`src/rtl/mem_wb_stage_pkg.sv`:
```
// Shared constants for the MEM/WB stage: writeback source select, load funct3 codes, FSM states.
package mem_wb_stage_pkg;

  localparam logic [1:0] WB_SEL_ALU  = 2'd0;
  localparam logic [1:0] WB_SEL_LOAD = 2'd1;
  localparam logic [1:0] WB_SEL_PC4  = 2'd2;
  localparam logic [1:0] WB_SEL_RSVD = 2'd3;

  localparam logic [2:0] LD_LB  = 3'd0;
  localparam logic [2:0] LD_LH  = 3'd1;
  localparam logic [2:0] LD_LW  = 3'd2;
  localparam logic [2:0] LD_LBU = 3'd4;
  localparam logic [2:0] LD_LHU = 3'd5;

  typedef enum logic [1:0] {
    ST_IDLE      = 2'd0,
    ST_WAIT_LOAD = 2'd1,
    ST_DRAIN     = 2'd2
  } state_t;

endpackage

```
`src/rtl/mem_wb_stage_load_align.sv`:
```
// Combinational load aligner: picks the addressed byte/halfword out of a word-aligned
// response, sign/zero-extends it, and flags misaligned or undefined load types.
module load_align
  import mem_wb_stage_pkg::*;
#(
  parameter int XLEN = 32
) (
  input  logic [XLEN-1:0] rdata,
  input  logic [1:0]      addr,
  input  logic [2:0]      funct3,
  output logic [XLEN-1:0] data,
  output logic            fault
);

  logic [7:0]  byte_sel;
  logic [15:0] half_sel;

  assign byte_sel = rdata[{addr, 3'b000} +: 8];
  assign half_sel = rdata[{addr[1], 4'b0000} +: 16];

  always_comb begin
    data  = '0;
    fault = 1'b0;
    case (funct3)
      LD_LB:  data = {{(XLEN-8){byte_sel[7]}}, byte_sel};
      LD_LBU: data = {{(XLEN-8){1'b0}}, byte_sel};
      LD_LH: begin
        data  = {{(XLEN-16){half_sel[15]}}, half_sel};
        fault = addr[0];
      end
      LD_LHU: begin
        data  = {{(XLEN-16){1'b0}}, half_sel};
        fault = addr[0];
      end
      LD_LW: begin
        data  = rdata;
        fault = (addr != 2'b00);
      end
      default: fault = 1'b1;
    endcase
  end

endmodule

```
`src/rtl/mem_wb_stage.sv`:
```
// MEM/WB stage: captures retiring instructions, waits for load responses, and drives the
// registered WriteRegister/WriteData/RegWrite triple plus a load-fault pulse.
module mem_wb_stage
  import mem_wb_stage_pkg::*;
#(
  parameter int XLEN   = 32,
  parameter int REG_AW = 5
) (
  input  logic              clk,
  input  logic              reset_n,
  input  logic              flush,
  input  logic              in_valid,
  output logic              in_ready,
  input  logic [REG_AW-1:0] in_rd,
  input  logic              in_reg_write,
  input  logic [1:0]        in_wb_sel,
  input  logic [2:0]        in_funct3,
  input  logic [XLEN-1:0]   in_alu_result,
  input  logic [XLEN-1:0]   in_pc_plus4,
  input  logic              dmem_rvalid,
  input  logic [XLEN-1:0]   dmem_rdata,
  output logic [REG_AW-1:0] WriteRegister,
  output logic [XLEN-1:0]   WriteData,
  output logic              RegWrite,
  output logic              misalign_err
);

  state_t state, next_state;

  logic [REG_AW-1:0] cap_rd;
  logic              cap_reg_write;
  logic [1:0]        cap_wb_sel;
  logic [2:0]        cap_funct3;
  logic [XLEN-1:0]   cap_alu;
  logic [XLEN-1:0]   cap_pc;

  logic              accept;
  logic              commit;
  logic [REG_AW-1:0] c_rd;
  logic              c_reg_write;
  logic [1:0]        c_wb_sel;
  logic [2:0]        c_funct3;
  logic [XLEN-1:0]   c_alu;
  logic [XLEN-1:0]   c_pc;
  logic [XLEN-1:0]   la_data;
  logic              la_fault;
  logic              c_fault;
  logic              c_write;
  logic [XLEN-1:0]   wb_data;

  assign in_ready = (state == ST_IDLE) && !flush;
  assign accept   = in_valid && in_ready;

  always_ff @(posedge clk) begin
    if (!reset_n) state <= ST_IDLE;
    else          state <= next_state;
  end

  always_comb begin
    next_state = state;
    case (state)
      ST_IDLE:      if (accept && in_wb_sel == WB_SEL_LOAD) next_state = ST_WAIT_LOAD;
      ST_WAIT_LOAD: if (dmem_rvalid) next_state = ST_IDLE;
                    else if (flush)  next_state = ST_DRAIN;
      ST_DRAIN:     if (dmem_rvalid) next_state = ST_IDLE;
      default:      next_state = ST_IDLE;
    endcase
  end

  // Non-loads commit straight from the inputs; loads commit from the captured fields.
  always_comb begin
    commit      = 1'b0;
    c_rd        = cap_rd;
    c_reg_write = cap_reg_write;
    c_wb_sel    = cap_wb_sel;
    c_funct3    = cap_funct3;
    c_alu       = cap_alu;
    c_pc        = cap_pc;
    if (state == ST_IDLE) begin
      commit      = accept && (in_wb_sel != WB_SEL_LOAD);
      c_rd        = in_rd;
      c_reg_write = in_reg_write;
      c_wb_sel    = in_wb_sel;
      c_funct3    = in_funct3;
      c_alu       = in_alu_result;
      c_pc        = in_pc_plus4;
    end else if (state == ST_WAIT_LOAD) begin
      commit = dmem_rvalid && !flush;
    end
  end

  load_align #(.XLEN(XLEN)) u_load_align (
    .rdata  (dmem_rdata),
    .addr   (c_alu[1:0]),
    .funct3 (c_funct3),
    .data   (la_data),
    .fault  (la_fault)
  );

  assign c_fault = (c_wb_sel == WB_SEL_LOAD) && la_fault;
  assign c_write = c_reg_write && (c_rd != '0) && !c_fault && (c_wb_sel != WB_SEL_RSVD);

  always_comb begin
    case (c_wb_sel)
      WB_SEL_LOAD: wb_data = la_data;
      WB_SEL_PC4:  wb_data = c_pc;
      default:     wb_data = c_alu;
    endcase
  end

  always_ff @(posedge clk) begin
    if (!reset_n) begin
      WriteRegister <= '0;
      WriteData     <= '0;
      RegWrite      <= 1'b0;
      misalign_err  <= 1'b0;
      cap_rd        <= '0;
      cap_reg_write <= 1'b0;
      cap_wb_sel    <= WB_SEL_ALU;
      cap_funct3    <= '0;
      cap_alu       <= '0;
      cap_pc        <= '0;
    end else begin
      RegWrite     <= 1'b0;
      misalign_err <= 1'b0;
      if (accept) begin
        cap_rd        <= in_rd;
        cap_reg_write <= in_reg_write;
        cap_wb_sel    <= in_wb_sel;
        cap_funct3    <= in_funct3;
        cap_alu       <= in_alu_result;
        cap_pc        <= in_pc_plus4;
      end
      if (commit) begin
        WriteRegister <= c_rd;
        RegWrite      <= c_write;
        misalign_err  <= c_fault;
        if (!c_fault && c_wb_sel != WB_SEL_RSVD) WriteData <= wb_data;
      end
    end
  end

endmodule
```
`config.mk`:
```
export PLATFORM = sky130hd
export DESIGN_NAME = mem_wb_stage
export DESIGN_NICKNAME = d
export VERILOG_FILES = /design/src/rtl/mem_wb_stage_pkg.sv /design/src/rtl/mem_wb_stage_load_align.sv /design/src/rtl/mem_wb_stage.sv
export SDC_FILE = /design/constraint.sdc
export NUM_CORES = 1
export LEC_CHECK = 0
export ABC_AREA = 1
export CORE_ASPECT_RATIO = 0.8
export CORE_MARGIN = 5
export CORE_UTILIZATION = 51
export CTS_CLUSTER_DIAMETER = 150
export DETAILED_ROUTE_END_ITERATION = 10
export MAX_ROUTING_LAYER = met4
export PLACE_DENSITY_LB_ADDON = 0.1
export SLEW_MARGIN = 15
export SYNTH_ARGS = -nofsm -noshare
export SYNTH_HDL_FRONTEND = slang
export SYNTH_SLANG_ARGS = --single-unit
```
`constraint.sdc`:
```
create_clock -name clk -period 3.7 [get_ports clk]
set_input_delay 0.37 -clock clk [delete_from_list [all_inputs] [get_ports clk]]
set_output_delay 0.37 -clock clk [all_outputs]
set_load 0.005 [all_outputs]
```
==> impl_results.md, run 1 <==
* Die area at 0.01580 mm^2
* Setup ws final at 0.8519 ns
* Vias/cell at about 5.2
* I/O Buffers at 151
* Ant. Diodes at 0
* Post-CTS Resized at 0
* Vias in the first global route at 7034
* CTS Sinks at 116
* Die width at roughly 140 um
* Top cell family by delay on the critical path: simple AND/OR/NAND/NOR gates
* Beginning of the worst hold path: cap_pc[1]
* Worst rel slew slack at between 30% and 40%
* Worst vdd ir at roughly 0.34 mV
* Worst Clk Skew at 0.01326 ns
* Clock root cell: clkbuf_16
* Count leader, synth: nand2_1
* # DRC at 0
* Leakage power at 4.041 nW
* Tcrit/Tclk final at 76.98%
* Drt wl/cell at approximately 15 um
* Grt met3 use at 5.658%
* Bufs and invs on worst path at 2
* Main synth FF type: dfxtp_1
* H-Tree Depth at 4
* Final Hold Fails at 0
* Setup violators final at 0
* Final-stage net count at 1367
* CP Max Fanout at 57
* Post-synth net total at 1258
* Post-Place Setup Slack at approximately 0.8 ns
* Pwr dens at about 420 mW/mm^2
* Seq/Total Area, Yosys at between 30% and 40%
* Final setup TNS at 0 ns
* Antenna violations before repair at 0
* Slowest cell on crit path: nand3_4
* Crit path DAT at 3.21 ns
* GRT met1 Usage at between 30 and 40%
* CP Capture Type: register
* CTS tree: built
* DIE HEIGHT at approximately 110 um
* WP data required at 4.07 ns
* Cells after Synth at roughly 1100
* Met2 Usage GRT at 44.33%
* Max-slew violations at 0
* Via count of the routed design at 7558
* DPL Wire Length at 14.72 mm
* Fraction of registers with async set/reset at 0%
* RSZ-0062 raised after global routing: false
* Top post-synthesis cells by count: 352 x nand2_1, 143 x nor2_1, 120 x a21oi_1, 120 x inv_1, 116 x dfxtp_1
* Ys Warns at 0
* Drt initial violations at 578
* Synth Cell Area at 0.006818 mm^2
* Wirelength, routed at 21.96 mm
* Cell variety after synth at 28
* Post-route ant nets at 0
* Bufs on Longest Clock Path at 2
* Share of cells above drive strength 1 at under 10%
* Post-CTS Setup Inserts at 0
* Worst Setup SP: state[1]
* Status: complete, no violations
* Cell mode on critical path: nand2_1
* Layout area overhead at 30.72%
* Initial Util at 52.60%
* Post-CTS Hold Buffers at 0
* First-pass GRT wire length at 35.31 mm
* 1st-pass router iterations at 5
* Number of synthesized flops with an enable pin at 0
* CP max stage delay at 0.51 ns
* Worst-margin pin slew at 1.043 ns
* Fmax at 351.1 MHz
* Inserted Clock Buffers at 17
* Critical setup path kind: reg -> reg
* Critical Path, Cell by Cell: nor2_4, nand2_1, nand2_2, nor2_2, nand2_1, nand3_1, nand2_2, nand3_4, buf_4, a21oi_1, nand2_1, inv_1
* I/O pins at around 150
* Worst min path class: reg -> reg
* Clock transition at path regs at 0.06 ns
* Ranking of synthesized cells by area: dfxtp_1 34%, nand2_1 19%, a21oi_1 8.8%
* Worst R2R Start: state[1]
* GRT Total Usage at 28.35%
* Routability-driven placement congestion ratio at 0.9873
* Row cnt at 37
* Area leader, netlist: dfxtp_1
* Most used routing layer: met2
* Worst skew pair latency at between 0.4 and 0.5 ns
* CP Launch Type: register
* Yosys reg bits at 116
* Largest net degree at the start of global routing at 103
* Syn avg cell area at 5.965 um^2
* Grt total ovfl at 0
* Max-cap violations at 0
* Post-layout min period at about 2.8 ns
* Area share of the largest cell type after synthesis at 34.06%
* Core box area at 0.01296 mm^2
## cell families (layout without fill, tap and decap cells)
kind of cell	Yosys count	after routing	share of synthesized area, %
AND/OR/NAND/NOR	564	564	33.20
AO/OA/AOI/OAI	261	261	20.30
flip-flops	116	116	34.06
buffers and inverters	199	321	11.89
adder cells (fa/ha/maj)	3	3	0.5506
## worst min-delay path, stage by stage, from the launching register on
cell     delay, ns
dfxtp_1       0.31
inv_1         0.05
a21oi_1       0.05
## placed cells by master, fill, tap and decap left out
cell type	count
inv_1	119
o21ai_1	3
clkinv_1	1
a31oi_1	1
clkinv_4	6
clkdlybuf4s50_1	150
clkinv_2	1
a21oi_1	120
nor2_4	3
clkinvlp_4	2
nand3_4	1
o21ai_2	1
nor3_1	2
inv_2	3
nand4_1	5
nor2_2	2
buf_2	1
nand2_4	2
inv_6	2
o211ai_1	6
nand2_2	6
bufinv_16	2
nand3_1	46
clkbuf_16	17
dfxtp_1	116
nor2_1	143
clkbuf_1	1
ha_1	3
o21ai_0	107
buf_4	15
nand2_1	351
o21a_1	23
nand3_2	2
or2_2	1
clkbuf_8	1
## path summary, 6_finish.rpt
path	to	slack [ns]	cells past startpoint
worst min register to register	cap_pc[1]	0.45	2
worst max register to register	WriteData[11]	0.85	12
worst max-delay path	WriteData[11]	0.85	12
worst min-delay path	cap_pc[1]	0.45	2
## metrics by stage
stage          cell area [um^2]  cells  util, %  hold slack [ns]  power (mW)
2_1_floorplan              6818   1143        -           0.4241       1.797
3_3_place_gp               8319   1408    64.18           0.4330       2.108
3_5_place_dp               8319   1408    64.18           0.4407       2.113
4_1_cts                    8912   1440    68.75           0.4480       3.751
5_1_grt                    8912   1440    68.75           0.4630       3.901
6_report                   8912   1440    68.75           0.4490       3.746
## layer usage
metal,vias to the layer above,part of all wire [%],wire [um]
met5,-,0,0
met4,0,3.4,739
met3,55,5.8,1272
met2,269,45,9983
met1,3416,45,9962
li1,3818,-,-
## layout make-up
cell class,instances,area [um^2]
fill,1210,4050
multi-input combinational,828,3697
sequential,116,2322
timing repair buffer,166,1619
inverter,123,461.7
clock buffer,19,442.9
tap,175,219.0
clock inverter,13,150.1
## flip-flops by register name (all words and copies together) (netlist names)
register / flops
RegWrite: 1
WriteData: 32
WriteRegister: 5
cap_alu: 32
cap_funct3: 3
cap_pc: 32
cap_rd: 5
cap_reg_write: 1
cap_wb_sel: 2
misalign_err: 1
state: 2
## power by group
part	total [mW]	internal [mW]	switching [mW]
sequential	1.36	1.32	0.0366
combinational	0.736	0.317	0.419
clock	1.65	1.02	0.633
(Power assumes the default switching activity.)
==> run 2: changes to the inputs <==
clock period = 3 ns   (was 3.7 ns; I/O delays follow)
==> run 2 against run 1 <==
  * Worst hold slack worse by 0.10 ns
  * Utilization up 0.64 points
  * Cell count up 0.28%
  * Worst setup slack worse by 0.49 ns
  * Sequential share of layout area down 0.24 points
  * Wire length down 1.4%
==> impl_results.md, run 2 (synthesis gave the netlist of run 1 again) <==
* Psw at 1.331 mW
* Post-route ant nets at 0
* WHS at 0.3445 ns
* Commonest non-fill, non-tap cell in the layout: nand2_1
* Fin area at 0.008995 mm^2
* H-Tree Depth at 4
* Clock root cell: clkbuf_16
* First-pass GRT wire length at 35.31 mm
* Worst hold stages at 3
* Final setup TNS at 0 ns
* CTS Sinks at 116
* Die width at about 140 um
* Vias/cell at 5.262
* Fmax at about 380 MHz
* DIE HEIGHT at 113.4 um
* WP data required at about 3.4 ns
* R2R setup slack at 0.36 ns
* Worst rel slew slack at 45.22%
* Antenna violations before repair at 0
* CP Launch Type: register
* 1st-pass router iterations at 5
* # DRC at 0
* Worst min path class: in -> reg
* Wirelength, routed at 21.65 mm
* Pwr Total at between 4 and 5 mW
* Die area at roughly 0.016 mm^2
* Crit path DAT at 3.00 ns
* Pwr dens at 528.8 mW/mm^2
* R2r endpoint: WriteData[9]
* RSZ-0062 raised after global routing: false
* CP Max Fanout at 24
* I/O Buffers at 151
* Most frequent cells in the layout: 351 x nand2_1, 150 x clkdlybuf4s50_1, 143 x nor2_1
* Flop pwr share at about a third
* Register-to-Register Path Depth at 14
* Clock transition at path regs at 0.07 ns
* Critical setup path kind: reg -> reg
* Leakage power at 4.079 nW
* Int Power at about 3.4 mW
* Max-slew violations at 0
* Final Hold Fails at 0
* Ant. Diodes at 0
* GRT Total Usage at 27.92%
* Grt total ovfl at 0
* CTS tree: built
* Clock power share at between 40% and 50%
* Final-stage net count at 1371
* Layout area overhead at 31.93%
* Max-cap violations at 0
* Drt wl/cell at 14.99 um
* Routability-driven placement congestion ratio at 0.9465
* Status: complete, no violations
* Drt initial violations at 766
* Initial Util at 52.60%
* Share of cells above drive strength 1 at between 5 and 6%
* Bufs on Longest Clock Path at 2
* Worst-margin pin slew at 0.8217 ns
* Vias in the first global route at 7115
* Row cnt at 37
* Final core utilization at 69.39%
* Core box area at 0.01296 mm^2
* Worst hold endpoint: WriteData[29]
* Largest net degree at the start of global routing at 84
* Switching share of power at around 28%
* Worst R2R Start: state[1]
* Worst skew pair latency at 0.42 ns
* Tcrit/Tclk final at about 90%
* CP Capture Type: register
* Placed instance area at ~0.0084 mm^2
* Inserted Clock Buffers at 17
* Combinational power share at 19.1%
* Worst vdd ir at 0.4675 mV
* Post-layout min period at 2.636 ns
* Setup violators final at 0
* I/O pins at between 150 and 200
* Largest registers: WriteData: 32 flops, cap_alu: 32 flops, cap_pc: 32 flops
* # fillers at 1198
* Via count of the routed design at 7598
* Worst Clk Skew at 0.01560 ns
* DPL Wire Length at around 15 mm
* Beginning of the worst hold path: reset_n
## run 2: worst max-delay path: stages, from the launching register on
cell and delay [ns]:
dfxtp_1 0.37, nor2_4 0.37, nand2_1 0.25, buf_4 0.24, nand3_1 0.09, nand2_1 0.12
nand2_1 0.12, nand3_2 0.39, nand2_1 0.20, nand2_1 0.07, nand2_1 0.09, nand2_1 0.08
nand2_1 0.10, nand2_1 0.06, inv_1 0.05
## run 2: layout make-up
| cell class | instances | area [um^2] | share of cell area [%] |
|---|---|---|---|
| multi-input combinational | 828 | 3700 | 41.13 |
| sequential | 116 | 2322 | 25.82 |
| clock buffer | 17 | 425.4 | 4.729 |
| tap | 175 | 219.0 | 2.434 |
| timing repair buffer | 170 | 1662 | 18.47 |
| clock inverter | 15 | 205.2 | 2.281 |
| inverter | 123 | 461.7 | 5.133 |
## run 2: power groups by stage
| stage | Combinational (mW) | Sequential [mW] | Clock, mW |
|---|---|---|---|
| final | 0.907 | 1.68 | 2.17 |
| after detailed placement | 0.892 | 1.71 | 0 |
| after floorplan | 0.513 | 1.70 | 0 |
| after global placement | 0.882 | 1.71 | 0 |
| after global routing | 1.01 | 1.69 | 2.26 |
| after CTS | 0.903 | 1.68 | 2.18 |
## run 2: worst max path at each step
stage,slack (ns),depth (start not counted),startpoint,end
floorplan,0.34,15,state[1],WriteData[14]
global placement,0.28,11,in_wb_sel[1],WriteData[28]
detailed placement,0.21,11,in_wb_sel[1],WriteData[30]
CTS,0.26,12,state[1],WriteData[28]
global route,0.15,12,state[1],WriteData[28]
finish,0.36,14,state[1],WriteData[9]
## run 2: routing by layer
metal / global-route usage [%] / up-vias / routed length [um]
met1: 36.10 / 3406 / 9410
met3: 4.778 / 44 / 1685
met2: 45.49 / 334 / 10140
met5: - / - / 0
li1: - / 3814 / -
met4: 7.823 / 0 / 416
## run 2: what timing repair did
| item | in CTS | in global routing |
|---|---|---|
| hold buffers | 0 | 0 |
| setup endpoints to repair | 0 | 3 |
| hold endpoints to repair | 0 | 0 |
| buffers inserted | 0 | 0 |
| resized for setup | 0 | 1 |
## run 2: stage by stage
step,setup slack [ns],cells
after floorplan,0.3352,1143
after global placement,0.2751,1412
after detailed placement,0.2146,1412
after CTS,0.2581,1444
after global routing,0.1525,1444
final,0.3637,1444
==> run 3: changes to the inputs <==
CORE_MARGIN = 3   (was 5)
HOLD_SLACK_MARGIN = 0.15   (was unset)
==> run 3 against run 2 <==
  * Die area fell by 6.3%
  * Total power fell by 1.3%
  * Sequential share of layout area rose by 0.094 points
  * Register-to-register slack got worse by 0.06 ns
  * Sequential power barely moved
  * Global-route usage rose by 1.9 points
  * Count of clock-buffer cells in the layout rose by 3
  * Combinational power barely moved
  * Wire length barely moved
  * Maximum frequency fell by 2.2%
  * Utilization fell by 0.25 points
==> impl_results.md, run 3 (synthesis gave the netlist of run 1 again) <==
* CP Capture Type: register
* Worst min path class: in -> reg
* Clock root cell: clkbuf_16
* Final Hold Fails at 0
* # DRC at 0
* Worst hold stages at 3
* Post-CTS Hold Buffers at 0
* Initial Util at between 50% and 60%
* Max-slew violations at 0
* Via count of the routed design at 7563
* CTS Sinks at between 100 and 150
* Fin area at approximately 0.009 mm^2
* Wirelength, routed at 21.67 mm
* Bufs on Longest Clock Path at 2
* Routability-driven placement congestion ratio at 1.013
* First-pass GRT wire length at 34.64 mm
* Final-stage net count at 1368
* Worst-margin pin slew at 1.010 ns
* Worst Clk Skew at between 0.01 and 0.015 ns
* CP Max Fanout at 25
* Core box area at about 0.013 mm^2
* Post-route ant nets at 0
* Die width at 135.3 um
* Share of cells above drive strength 1 at 5.450%
* Most frequent cells in the layout: 351 x nand2_1, 150 x clkdlybuf4s50_1, 143 x nor2_1
* Max-cap violations at 0
* 1st-pass router iterations at 5
* Critical setup path kind: reg -> reg
* Inserted Clock Buffers at 17
* I/O Buffers at 151
* Largest net degree at the start of global routing at between 100 and 150
* WP data required at about 3.3 ns
* Post-layout min period at 2.697 ns
* GRT Total Usage at 29.87%
* Leakage power at 4.062 nW
* Status: complete, no violations
* Drt initial violations at 600
* DPL Wire Length at 14.55 mm
* Ant. Diodes at 0
* Vias/cell at 5.248
* Pwr dens at 524.1 mW/mm^2
* Placed instance area at between 0.008 and 0.009 mm^2
* RSZ-0062 raised after global routing: false
* Layout area overhead at 31.46%
* Post-CTS Resized at 0
* Clock transition at path regs at 0.06 ns
* Post-CTS Setup Inserts at 0
* Die area at between 0.01 and 0.015 mm^2
* Drt wl/cell at 15.03 um
* Grt total ovfl at 0
* Commonest non-fill, non-tap cell in the layout: nand2_1
* Tcrit/Tclk final at 89.89%
* CTS tree: built
* DIE HEIGHT at 109.4 um
* Register-to-Register Path Depth at 12
* Largest registers: WriteData: 32 flops, cap_alu: 32 flops, cap_pc: 32 flops
* Antenna violations before repair at 0
* Worst vdd ir at 0.4994 mV
* Setup violators final at 0
* Vias in the first global route at 6999
* Crit path DAT at slightly above 3 ns
* Fmax at 370.8 MHz
* Worst skew pair latency at 0.42 ns
* CP Launch Type: register
* Worst rel slew slack at between 30% and 40%
* I/O pins at 152
* Row cnt at 37
* Final setup TNS at 0 ns
* H-Tree Depth at 4
## run 3: changes by cell type in the layout (fill, tap and decap cells not counted)
cell / change
buf_4: -4
clkbuf_8: +2
clkinv_4: -2
buf_12: +1
bufinv_16: -1
clkbuf_1: +1
clkinv_2: +1
ha_1: +1
ha_2: -1
inv_6: -1
## run 3: layer usage
| layer | routed length (um) | track usage [%] | vias up |
|---|---|---|---|
| met1 | 9384 | 38.22 | 3430 |
| met5 | 0 | - | - |
| met4 | 346 | 8.417 | 0 |
| met2 | 10280 | 49.36 | 290 |
| met3 | 1650 | 4.895 | 31 |
| li1 | - | - | 3812 |
## run 3: power by group
part	switching, mW	internal (mW)
combinational	0.512	0.397
clock	0.759	1.35
sequential	0.0450	1.63
## run 3: layout make-up
| cell class | count | area [um^2] |
|---|---|---|
| inverters | 123 | 461.7 |
| well taps | 175 | 219.0 |
| flip-flops and latches | 116 | 2322 |
| fillers | 1152 | 4000 |
| repair buffers | 167 | 1652 |
| clock inverters | 12 | 153.9 |
| clock buffers | 20 | 456.7 |
| multi-input cells | 828 | 3697 |
## run 3: path summary, 6_finish.rpt
path / from / to / slack, ns
min: reset_n / WriteData[27] / 0.37
min reg2reg: cap_pc[0] / cap_pc[0] / 0.45
max: state[0] / WriteData[26] / 0.30
max reg2reg: state[0] / WriteData[26] / 0.30
## run 3: worst max-delay path, cell delays in order, from the launching register on
cell and delay, ns:
dfxtp_1 0.43, inv_2 0.07, nand2_2 0.19, or2_2 0.14, o21ai_0 0.11, inv_1 0.11, ha_1 0.79, buf_4 0.30
o21a_1 0.12, o21ai_0 0.07, nand2_1 0.10, nand2_1 0.06, a21oi_1 0.12
## run 3: metrics by stage
step / utilization [%] / setup slack [ns] / std cells / total power, mW / hold WS (ns)
final: 69.14 / 0.3033 / 1441 / 4.697 / 0.3669
after CTS: 69.14 / 0.3213 / 1441 / 4.695 / 0.3711
after floorplan: - / 0.3352 / 1143 / 2.216 / 0.4241
after global routing: 69.14 / 0.08132 / 1441 / 4.896 / 0.4021
after global placement: 64.43 / 0.3155 / 1409 / 2.596 / 0.4331
after detailed placement: 64.43 / 0.2147 / 1409 / 2.605 / 0.4399
